### src/rtl/conv_cotm_pkg.sv
// Shared types and constants for the convolutional clause engine.
package conv_cotm_pkg;

  typedef enum logic [1:0] {
    ST_IDLE = 2'd0,
    ST_FILL = 2'd1,
    ST_RUN  = 2'd2,
    ST_DONE = 2'd3
  } state_t;

  localparam logic [2:0] PATCH_K3 = 3'd3;
  localparam logic [2:0] PATCH_K5 = 3'd5;
  localparam logic [2:0] PATCH_K7 = 3'd7;

  localparam int DEF_MAX_K = 7;
  localparam int DEF_IMG_W = 28;
  localparam int DEF_IMG_H = 28;
  localparam int DEF_PW    = 5;

  function automatic logic patch_legal(input logic [2:0] k, input int max_k);
    return ((k == PATCH_K3) || (k == PATCH_K5) || (k == PATCH_K7)) && (int'(k) <= max_k);
  endfunction

endpackage

### src/rtl/clause_window_eval.sv
// One clause evaluated over a k x k window: literal checks, row AND, position gates.
module clause_window_eval
  import conv_cotm_pkg::*;
#(
  parameter int MAX_K = DEF_MAX_K,
  parameter int PW    = DEF_PW
) (
  input  logic [MAX_K-1:0][MAX_K-1:0] win,
  input  logic [2:0]                  k,
  input  logic [MAX_K*MAX_K-1:0]      rule,
  input  logic [MAX_K*MAX_K-1:0]      neg_rule,
  input  logic [PW-1:0]               x_thr,
  input  logic [PW-1:0]               y_thr,
  input  logic [PW-1:0]               pos_x,
  input  logic [PW-1:0]               pos_y,
  output logic                        hit
);

  localparam int IW = $clog2(MAX_K);

  // Window column 0 is the newest; re-align so index j is the offset from the left edge.
  logic [MAX_K-1:0][MAX_K-1:0] aligned;
  logic [MAX_K-1:0]            row_ok;

  always_comb begin
    aligned = '0;
    for (int j = 0; j < MAX_K; j++)
      if (j < int'(k)) aligned[j] = win[IW'(int'(k) - 1 - j)];
  end

  // Rule bit r*MAX_K+j addresses row r, column offset j from the window's left edge.
  always_comb begin
    row_ok = '1;
    for (int r = 0; r < MAX_K; r++)
      for (int j = 0; j < MAX_K; j++)
        if (r < int'(k) && j < int'(k))
          row_ok[r] = row_ok[r]
                    & (aligned[j][r]  | ~rule[r*MAX_K+j])
                    & (~aligned[j][r] | ~neg_rule[r*MAX_K+j]);
  end

  assign hit = (&row_ok) && (pos_x >= x_thr) && (pos_y >= y_thr);

endmodule

### src/rtl/conv_clause_engine.sv
// Streams image columns into a sliding k x k window and evaluates NUM_CLAUSES clauses per window.
module conv_clause_engine
  import conv_cotm_pkg::*;
#(
  parameter int MAX_K       = DEF_MAX_K,
  parameter int NUM_CLAUSES = 4,
  parameter int IMG_W       = DEF_IMG_W,
  parameter int IMG_H       = DEF_IMG_H,
  parameter int PW          = DEF_PW
) (
  input  logic                               clk,
  input  logic                               rst,
  input  logic                               start_frame,
  input  logic [2:0]                         patch_size,
  input  logic [NUM_CLAUSES*MAX_K*MAX_K-1:0] rule,
  input  logic [NUM_CLAUSES*MAX_K*MAX_K-1:0] neg_rule,
  input  logic [NUM_CLAUSES*PW-1:0]          x_thr,
  input  logic [NUM_CLAUSES*PW-1:0]          y_thr,
  input  logic                               col_valid,
  output logic                               col_ready,
  input  logic [MAX_K-1:0]                   col_data,
  output logic                               out_valid,
  output logic [NUM_CLAUSES-1:0]             clause_op,
  output logic [PW-1:0]                      out_x,
  output logic [PW-1:0]                      out_y,
  output logic                               frame_done,
  output logic [NUM_CLAUSES-1:0]             frame_result,
  output logic                               cfg_err
);

  localparam int KK = MAX_K * MAX_K;

  state_t                      state;
  logic [2:0]                  k_q;
  logic [NUM_CLAUSES*KK-1:0]   rule_q, neg_q;
  logic [NUM_CLAUSES*PW-1:0]   xthr_q, ythr_q;
  logic [PW-1:0]               x_q, y_q;
  logic [MAX_K-1:0][MAX_K-1:0] win, win_nxt;

  logic                        acc, eval_now, last_x, last_band;
  logic [PW-1:0]               ev_x;
  logic [NUM_CLAUSES-1:0]      hit;

  // Stage 0 holds the evaluation of the accepted column; stage 1 is the output.
  logic [1:0]                  vld_pipe, last_pipe;
  logic [NUM_CLAUSES-1:0]      s0_op;
  logic [PW-1:0]               s0_x, s0_y;

  assign col_ready = (state == ST_FILL) || (state == ST_RUN);
  assign acc       = col_valid && col_ready;
  assign win_nxt   = {win[MAX_K-2:0], col_data};
  assign ev_x      = x_q - PW'(k_q) + PW'(1);
  assign eval_now  = acc && (int'(x_q) >= int'(k_q) - 1);
  assign last_x    = (x_q == PW'(IMG_W - 1));
  assign last_band = (int'(y_q) == IMG_H - int'(k_q));
  assign out_valid = vld_pipe[1];

  for (genvar c = 0; c < NUM_CLAUSES; c++) begin : g_clause
    clause_window_eval #(.MAX_K(MAX_K), .PW(PW)) u_eval (
      .win      (win_nxt),
      .k        (k_q),
      .rule     (rule_q[c*KK +: KK]),
      .neg_rule (neg_q[c*KK +: KK]),
      .x_thr    (xthr_q[c*PW +: PW]),
      .y_thr    (ythr_q[c*PW +: PW]),
      .pos_x    (ev_x),
      .pos_y    (y_q),
      .hit      (hit[c])
    );
  end

  always_ff @(posedge clk or posedge rst) begin
    if (rst) begin
      state        <= ST_IDLE;
      k_q          <= '0;
      rule_q       <= '0;
      neg_q        <= '0;
      xthr_q       <= '0;
      ythr_q       <= '0;
      x_q          <= '0;
      y_q          <= '0;
      win          <= '0;
      vld_pipe     <= '0;
      last_pipe    <= '0;
      s0_op        <= '0;
      s0_x         <= '0;
      s0_y         <= '0;
      clause_op    <= '0;
      out_x        <= '0;
      out_y        <= '0;
      frame_done   <= 1'b0;
      frame_result <= '0;
      cfg_err      <= 1'b0;
    end else if (start_frame) begin
      // Also serves as abort: in-flight results are dropped.
      vld_pipe   <= '0;
      last_pipe  <= '0;
      frame_done <= 1'b0;
      x_q        <= '0;
      y_q        <= '0;
      win        <= '0;
      if (patch_legal(patch_size, MAX_K)) begin
        state        <= ST_FILL;
        cfg_err      <= 1'b0;
        k_q          <= patch_size;
        rule_q       <= rule;
        neg_q        <= neg_rule;
        xthr_q       <= x_thr;
        ythr_q       <= y_thr;
        frame_result <= '0;
      end else begin
        state   <= ST_IDLE;
        cfg_err <= 1'b1;
      end
    end else begin
      vld_pipe   <= {vld_pipe[0], 1'b0};
      last_pipe  <= {last_pipe[0], 1'b0};
      frame_done <= vld_pipe[1] & last_pipe[1];
      if (vld_pipe[0]) begin
        clause_op    <= s0_op;
        out_x        <= s0_x;
        out_y        <= s0_y;
        frame_result <= frame_result | s0_op;
      end
      if (state == ST_DONE) state <= ST_IDLE;
      if (acc) begin
        win          <= win_nxt;
        vld_pipe[0]  <= eval_now;
        last_pipe[0] <= eval_now & last_x & last_band;
        s0_op        <= hit;
        s0_x         <= ev_x;
        s0_y         <= y_q;
        if (last_x) begin
          x_q   <= '0;
          y_q   <= y_q + PW'(1);
          win   <= '0;
          state <= last_band ? ST_DONE : ST_FILL;
        end else begin
          x_q <= x_q + PW'(1);
          if (state == ST_FILL && int'(x_q) == int'(k_q) - 1) state <= ST_RUN;
        end
      end
    end
  end

endmodule

### config.mk
export PLATFORM = sky130hd
export DESIGN_NAME = conv_clause_engine
export DESIGN_NICKNAME = d
export VERILOG_FILES = /design/src/rtl/conv_cotm_pkg.sv /design/src/rtl/clause_window_eval.sv /design/src/rtl/conv_clause_engine.sv
export SDC_FILE = /design/constraint.sdc
export NUM_CORES = 2
export LEC_CHECK = 0
export CAP_MARGIN = 20
export CORE_AREA = 2 2 238 240
export CTS_CLUSTER_SIZE = 10
export DETAILED_ROUTE_END_ITERATION = 10
export DIE_AREA = 0 0 240 242
export PLACE_DENSITY = 0.75
export SLEW_MARGIN = 5
export SYNTH_ARGS = -nofsm -noshare
export SYNTH_HDL_FRONTEND = slang
export SYNTH_SLANG_ARGS = --single-unit
### constraint.sdc
create_clock -name clk -period 18.2 [get_ports clk]
set_clock_uncertainty 0.05 [all_clocks]
set_input_delay 2.73 -clock clk [delete_from_list [all_inputs] [get_ports clk]]
set_output_delay 2.73 -clock clk [all_outputs]
set_load 0.005 [all_outputs]
# ---- Word level (Yosys, flattened, before mapping)
# Cells that the tools add are included.
dict set report classes {
  n_addsub 12
  n_lt_le_gt_ge 23
  eq_ne 10
  mux 249
  bitwise 1202
  n_reduce_logical 47
}
# op count
set ops {}
lappend ops {{inverter 1 bit} 442}
lappend ops {{OR 1 bit} 392}
lappend ops {{bitwise AND 1 bit} 367}
lappend ops {{2-to-1 mux 1 bit} 201}
lappend ops {{binary-select mux 7 bit (select 3 bit)} 7}
lappend ops {{2-to-1 mux 7 bit} 21}
lappend ops {{2-to-1 mux 42 bit} 3}
lappend ops {{greater-or-equal comparator 5 bit} 8}
lappend ops {{< comparator 3 x 5 -> 1 bit, second input constant} 7}
lappend ops {{logical AND 1 bit} 32}
lappend ops {{2-to-1 mux 5 bit} 6}
lappend ops {{AND reduction 7 bit} 4}
lappend ops {{2-to-1 mux 2 bit} 8}
lappend ops {{adder 5 x 1 -> 5 bit, second input constant} 3}
lappend ops {{2-to-1 mux 4 bit} 3}
lappend ops {{subtractor 3 bit, second input constant} 4}
lappend ops {{AND reduction 2 bit} 5}
lappend ops {{< comparator 3 bit, first input constant} 3}
lappend ops {{equality test 3 bit, second input constant} 2}
lappend ops {{equality test 6 x 4 -> 1 bit} 1}
lappend ops {{equality test 6 bit} 1}
lappend ops {{greater-or-equal comparator 6 x 4 -> 1 bit} 1}
lappend ops {{< comparator 1 x 3 -> 1 bit, first input constant} 2}
lappend ops {{< comparator 2 x 3 -> 1 bit, first input constant} 2}
lappend ops {{other kinds (12)} 18}
dict set report word_totals {
  reg_bits 527
  in_bits 446
  output_inout_bits 22
}

# ---- Longest topological paths before layout
dict set report depth {
  word_depth 30
  depth_mapped 19
  mapped_depth_nobuf 15
}

# ---- Cells and area by module
# From an unflattened synthesis, not the netlist that was laid out.
dict set report hier_totals {
  hier_cells 3515
  hier_area_um2 32940.3
}
# mod instances cells_per_inst area_per_inst_um2 seq_area_each_um2
set by_module_without_submodules {}
lappend by_module_without_submodules {conv_clause_engine 1 2154 20250.7 13187.6}
lappend by_module_without_submodules {{clause_window_eval at g_clause[0].u_eval ...} 3 337 3181.8 0.0}
lappend by_module_without_submodules {{clause_window_eval at g_clause[3].u_eval} 1 350 3144.3 0.0}

# ---- Least setup slack after synthesis
# No wires, ideal clock.
dict set report synth_timing {
  path_type {input port to flip-flop}
  from {input port col_data[2]}
  to {register s0_op[2]}
  arrival_ps 5077
  required_time_ps 18055
  setup_slack_ps 12977
  cell_stages 8
  cell_sequence {mux4_2 a32oi_1 mux2_2 a2111oi_4 o2111ai_1 a2111oi_2 a21oi_1 o31ai_1}
}
dict set report synth_via {
  elab_chain_len 29
  elab_cells_between_ends 72
}
# item line_no
set synth_lines {}
lappend synth_lines {{start, declared} conv_clause_engine.sv:21} ;# input logic [MAX_K-1:0] col_data,
lappend synth_lines {{binary-select mux 7 bit (select 3 bit)} clause_window_eval.sv:28} ;# if (j < int'(k)) aligned[j] = win[IW'(int'(k) - 1 - j)];
lappend synth_lines {{2-to-1 mux 7 bit (not written as such) (2 in a row)} clause_window_eval.sv:28}
lappend synth_lines {{2-to-1 mux 7 bit} clause_window_eval.sv:28}
lappend synth_lines {{inverter 1 bit} clause_window_eval.sv:39} ;# & (~aligned[j][r] | ~neg_rule[r*MAX_K+j]);
lappend synth_lines {{OR 1 bit} clause_window_eval.sv:39}
lappend synth_lines {{bitwise AND 1 bit} clause_window_eval.sv:39}
lappend synth_lines {{2-to-1 mux 1 bit} clause_window_eval.sv:36} ;# if (r < int'(k) && j < int'(k))
lappend synth_lines {{bitwise AND 1 bit} clause_window_eval.sv:38} ;# & (aligned[j][r] | ~rule[r*MAX_K+j])
lappend synth_lines {{[11 not listed]} --}
lappend synth_lines {{bitwise AND 1 bit} clause_window_eval.sv:38}
lappend synth_lines {{bitwise AND 1 bit} clause_window_eval.sv:39}
lappend synth_lines {{2-to-1 mux 1 bit} clause_window_eval.sv:36}
lappend synth_lines {{bitwise AND 1 bit} clause_window_eval.sv:38}
lappend synth_lines {{bitwise AND 1 bit} clause_window_eval.sv:39}
lappend synth_lines {{2-to-1 mux 1 bit (*)} clause_window_eval.sv:36}
lappend synth_lines {{AND reduction 7 bit (*)} clause_window_eval.sv:42} ;# assign hit = (&row_ok) && (pos_x >= x_thr) && (pos_y >= y_thr);
lappend synth_lines {{logical AND 1 bit (*) (2 in a row)} clause_window_eval.sv:42}
lappend synth_lines {{end signal, assigned} conv_clause_engine.sv:130} ;# s0_op <= hit;
lappend synth_lines {{end, declared} conv_clause_engine.sv:46} ;# logic [NUM_CLAUSES-1:0] s0_op;
# Mark *: on every way between the ends. The rest lies on a longest branch, timed or not. The select of a mux whose other input is x is not followed.
# A chain may end at the register's enable or synchronous reset.

# ---- Worst setup path in the final report
dict set report layout_timing {
  from {register k_q[1]}
  to {register s0_op[0]}
}
dict set report layout_via {
  elab_chain_len 30
  elab_cells_between_ends 356
}
# item line_no
set layout_lines {}
lappend layout_lines {{start, declared} conv_clause_engine.sv:34} ;# logic [2:0] k_q;
lappend layout_lines {{start signal, assigned} conv_clause_engine.sv:105} ;# k_q <= patch_size;
lappend layout_lines {{branches (longest 28 deep; another with subtractor 3 x 1 -> 4 bit)} --}
lappend layout_lines {{logical AND 1 bit (*) (2 in a row)} clause_window_eval.sv:42}
# Every way passes the cells marked *. The select of a mux whose other input is x is not followed.

==> out/qor.txt <==
status - finished, final reports clean
cts bufs inserted - 60
Seq cells post-synth - 527
Setup Viol. Count Final - 0
die area - 0.0581 mm2
routed len/inst - 22.4 um
Req. time, crit path - 18.70 ns
DRT antenna net count - 0
hold_ws - 0.417 ns
largest net degree at the start of global routing - 230
Post-synth ARST share - 100%
core area - 0.0557 mm2
layout cells sized above 1 - 6.39%
Reg clk slew, reported paths - 0.06 ns
Hold Vio Cnt, Final - 0
Critical Path End Type - register
Slew headroom - 22.8%
vias - 23063
Synth top area share - 49.8%
post-synth cell types - 82
Vert. Die Dim - 242 um
largest delay contributor family on the critical path - compound AO/OA/AOI/OAI gates
CP bufs+invs - 2
Post-Route WL - 91.6 mm
CTS resizes - 0
crit path DAT - 6.83 ns
most common cell in the netlist - nand2_1
Buffers on Ports - 467
PD cells - 95.9 mW/mm2
dominant synthesized flop cell - dfrtp_1
synthesized area - 0.0265 mm2
Syn Inst Count - 2916
post-DP HPWL - 66.0 mm
grt total ovfl - 0
CTS Hold Bufs - 0
crit path kind - reg -> reg
drc violations - 0
RD Place Congestion - 0.951
Total GRT Usage - 31.5%
CTS tree - yes
CP cell instances - inv_1, ha_1, ha_2, buf_4, xor2_1, mux2i_1, nor2_1, a221o_1, a2111oi_2, o211ai_1, a2111oi_0, o2111ai_1, nand2_1
top cells by area, synth - dfrtp_1 50%, nand2_1 19%, mux2i_1 7.3%
Post-CTS Setup Inserts - 0
vias per cell - 5.63
max incr delay on CP - 0.73 ns
fin. max-slew vios - 0
Filler Cell Count - 4886
max-cap check violation count - 0
Max VDD drop - 80.6 uV
clock latency on the worst-skew pair - 0.66 ns
slowest CP cell - xor2_1
Synthesized Nets - 3422
Worst Path Max Fanout - 31
Fmax achieved - 0.158 GHz
die width - 240 um
min-delay src - rule_q[2]
CTS root buf - clkbuf_16
DRT Pass-1 Iters - 6
Initial Util - 47.5%
vias in the first global route - 22311
CP Depth - 13
area grow syn2layout - 26.4%
Setup crit start kind - register
hold depth - 2
synth warn - 0
NumNets Final - 3825
Clock Tree Buf Depth - 3
period utilisation layout - 34.8%
Ports - 468
setup_tns - 0 ns
most common library cells after synthesis - 1321 x nand2_1, 527 x dfrtp_1, 193 x mux2i_1, 129 x clkbuf_1, 86 x o21ai_0
clock tree sinks - 527
RSZ-0062 raised after global routing - false
post-synth top area cell - dfrtp_1
Mean Syn Cell Area - 9.08 um2
post-synthesis sequential area ratio - 49.8%
Initial DRC Count - 2638
number of enable flip-flop cells after synthesis - 0
R2R cell count - 13
Min Clock Period, post-route - 6.34 ns
Reg-to-Reg Start - k_q[1]
first-pass GRT wire length - 137 mm
row count - 87
LEAKAGE - 16.4 nW
CP Launch Point - k_q[1]
H-tree depth - 2
Slew @ Worst Pin - 1.16 ns
Worst Hold Class - reg -> reg
initial antenna violation count - 13
layout by cell type, fill, tap and decap left out, types with 4 or more instances in the layout:
cell,n
nand2_1,1321
mux2i_1,193
a22o_1,44
clkbuf_1,10
ha_1,57
o21ai_0,85
xnor2_1,8
mux4_2,36
xor2_1,9
o2111ai_1,8
a221oi_1,5
o221ai_1,13
dfrtp_1,526
nor4_1,7
a22oi_1,7
clkbuf_16,60
nand4_1,14
buf_4,29
o22ai_1,7
a2111oi_0,6
o21ai_1,5
a21oi_1,48
a21o_1,14
inv_1,55
diode_2,7
buf_12,4
a211oi_1,4
nand3_1,24
mux2_2,46
clkbuf_8,5
nor2_1,63
nor3_1,14
clkdlybuf4s50_1,467
nor2b_1,9
and2_1,8
a31oi_1,10
nand2b_1,21
and3_1,4
o211ai_1,10
power by group:
group          total [mW]  internal [mW]  switching (mW)
sequential           1.42           1.33          0.0917
combinational       0.693          0.298           0.395
clock                1.10          0.623           0.473
total                3.21           2.25           0.960
tightest hold or removal path, delay by kind of cell, from the launching register on:
kind,cells,cell delay (ns)
AND/OR/NAND/NOR,2,0.10
flip-flops,1,0.33
through the flow:
step                instance area [um2]  util, %  total power [mW]  std cells  worst slack, ns
global route                      33500     60.0              3.35       4096            11.64
detailed placement                31700     56.9              2.12       4011            11.45
global placement                  31700     56.9              2.10       4011            11.48
finish                            33500     60.0              3.21       4098            11.86
CTS                               33400     59.9              3.21       4089            11.91
floorplan                         26500        -              1.82       2916            0.695
registers in the layout, indices dropped and copies added, names as in the netlist:
name / cells
s0_op: 4
frame_result: 4
s0_y: 5
out_y: 5
xthr_q: 20
s0_x: 5
y_q: 5
state: 2
ythr_q: 20
last_pipe: 2
clause_op: 4
vld_pipe: 2
x_q: 5
k_q: 3
neg_q: 196
out_x: 5
cfg_err: 1
frame_done: 1
rule_q: 196
win: 42
metal layers:
| layer | track usage, % | part of all wire [%] |
|---|---|---|
| met4 | 13.7 | 4.6 |
| met1 | 42.3 | 39 |
| met3 | 7.28 | 10 |
| met2 | 49.1 | 46 |
| met5 | 0 | 0.11 |
kinds of logic (layout without fill, tap and decap cells):
| group | count (synthesis) | in the layout | synth area share, % |
|---|---|---|---|
| AO/OA/AOI/OAI | 310 | 310 | 8.24 |
| AND/OR/NAND/NOR | 1503 | 1503 | 22.3 |
| XOR/XNOR | 18 | 18 | 0.624 |
| adder cells (fa/ha/maj) | 60 | 60 | 2.86 |
| multiplexers | 280 | 280 | 12.6 |
| other | 0 | 7 | 0 |
| flip-flops | 527 | 527 | 49.8 |
| buffers and inverters | 218 | 637 | 3.51 |
cell type report:
type	instances	area (um2)	share of cell area, %
Inverter	58	225	0.673
Timing Repair Buffer	501	5000	14.9
Multi-Input combinational cell	2171	12400	37.0
Clock buffer	75	1610	4.80
Tap cell	756	946	2.83
Sequential cell	527	13200	39.4
Clock inverter	3	90.1	0.269
Antenna cell	7	17.5	0.0523
worst paths after layout:
check,end,slack (ns)
setup / recovery,s0_op[0],11.86
min in group asynchronous,ythr_q[13],2.60
setup reg to reg,s0_op[0],11.86
hold reg to reg,rule_q[2],0.42
max in group asynchronous,rule_q[46],12.96
hold / removal,rule_q[2],0.42
Note: power is estimated with default switching activity, not from simulation.
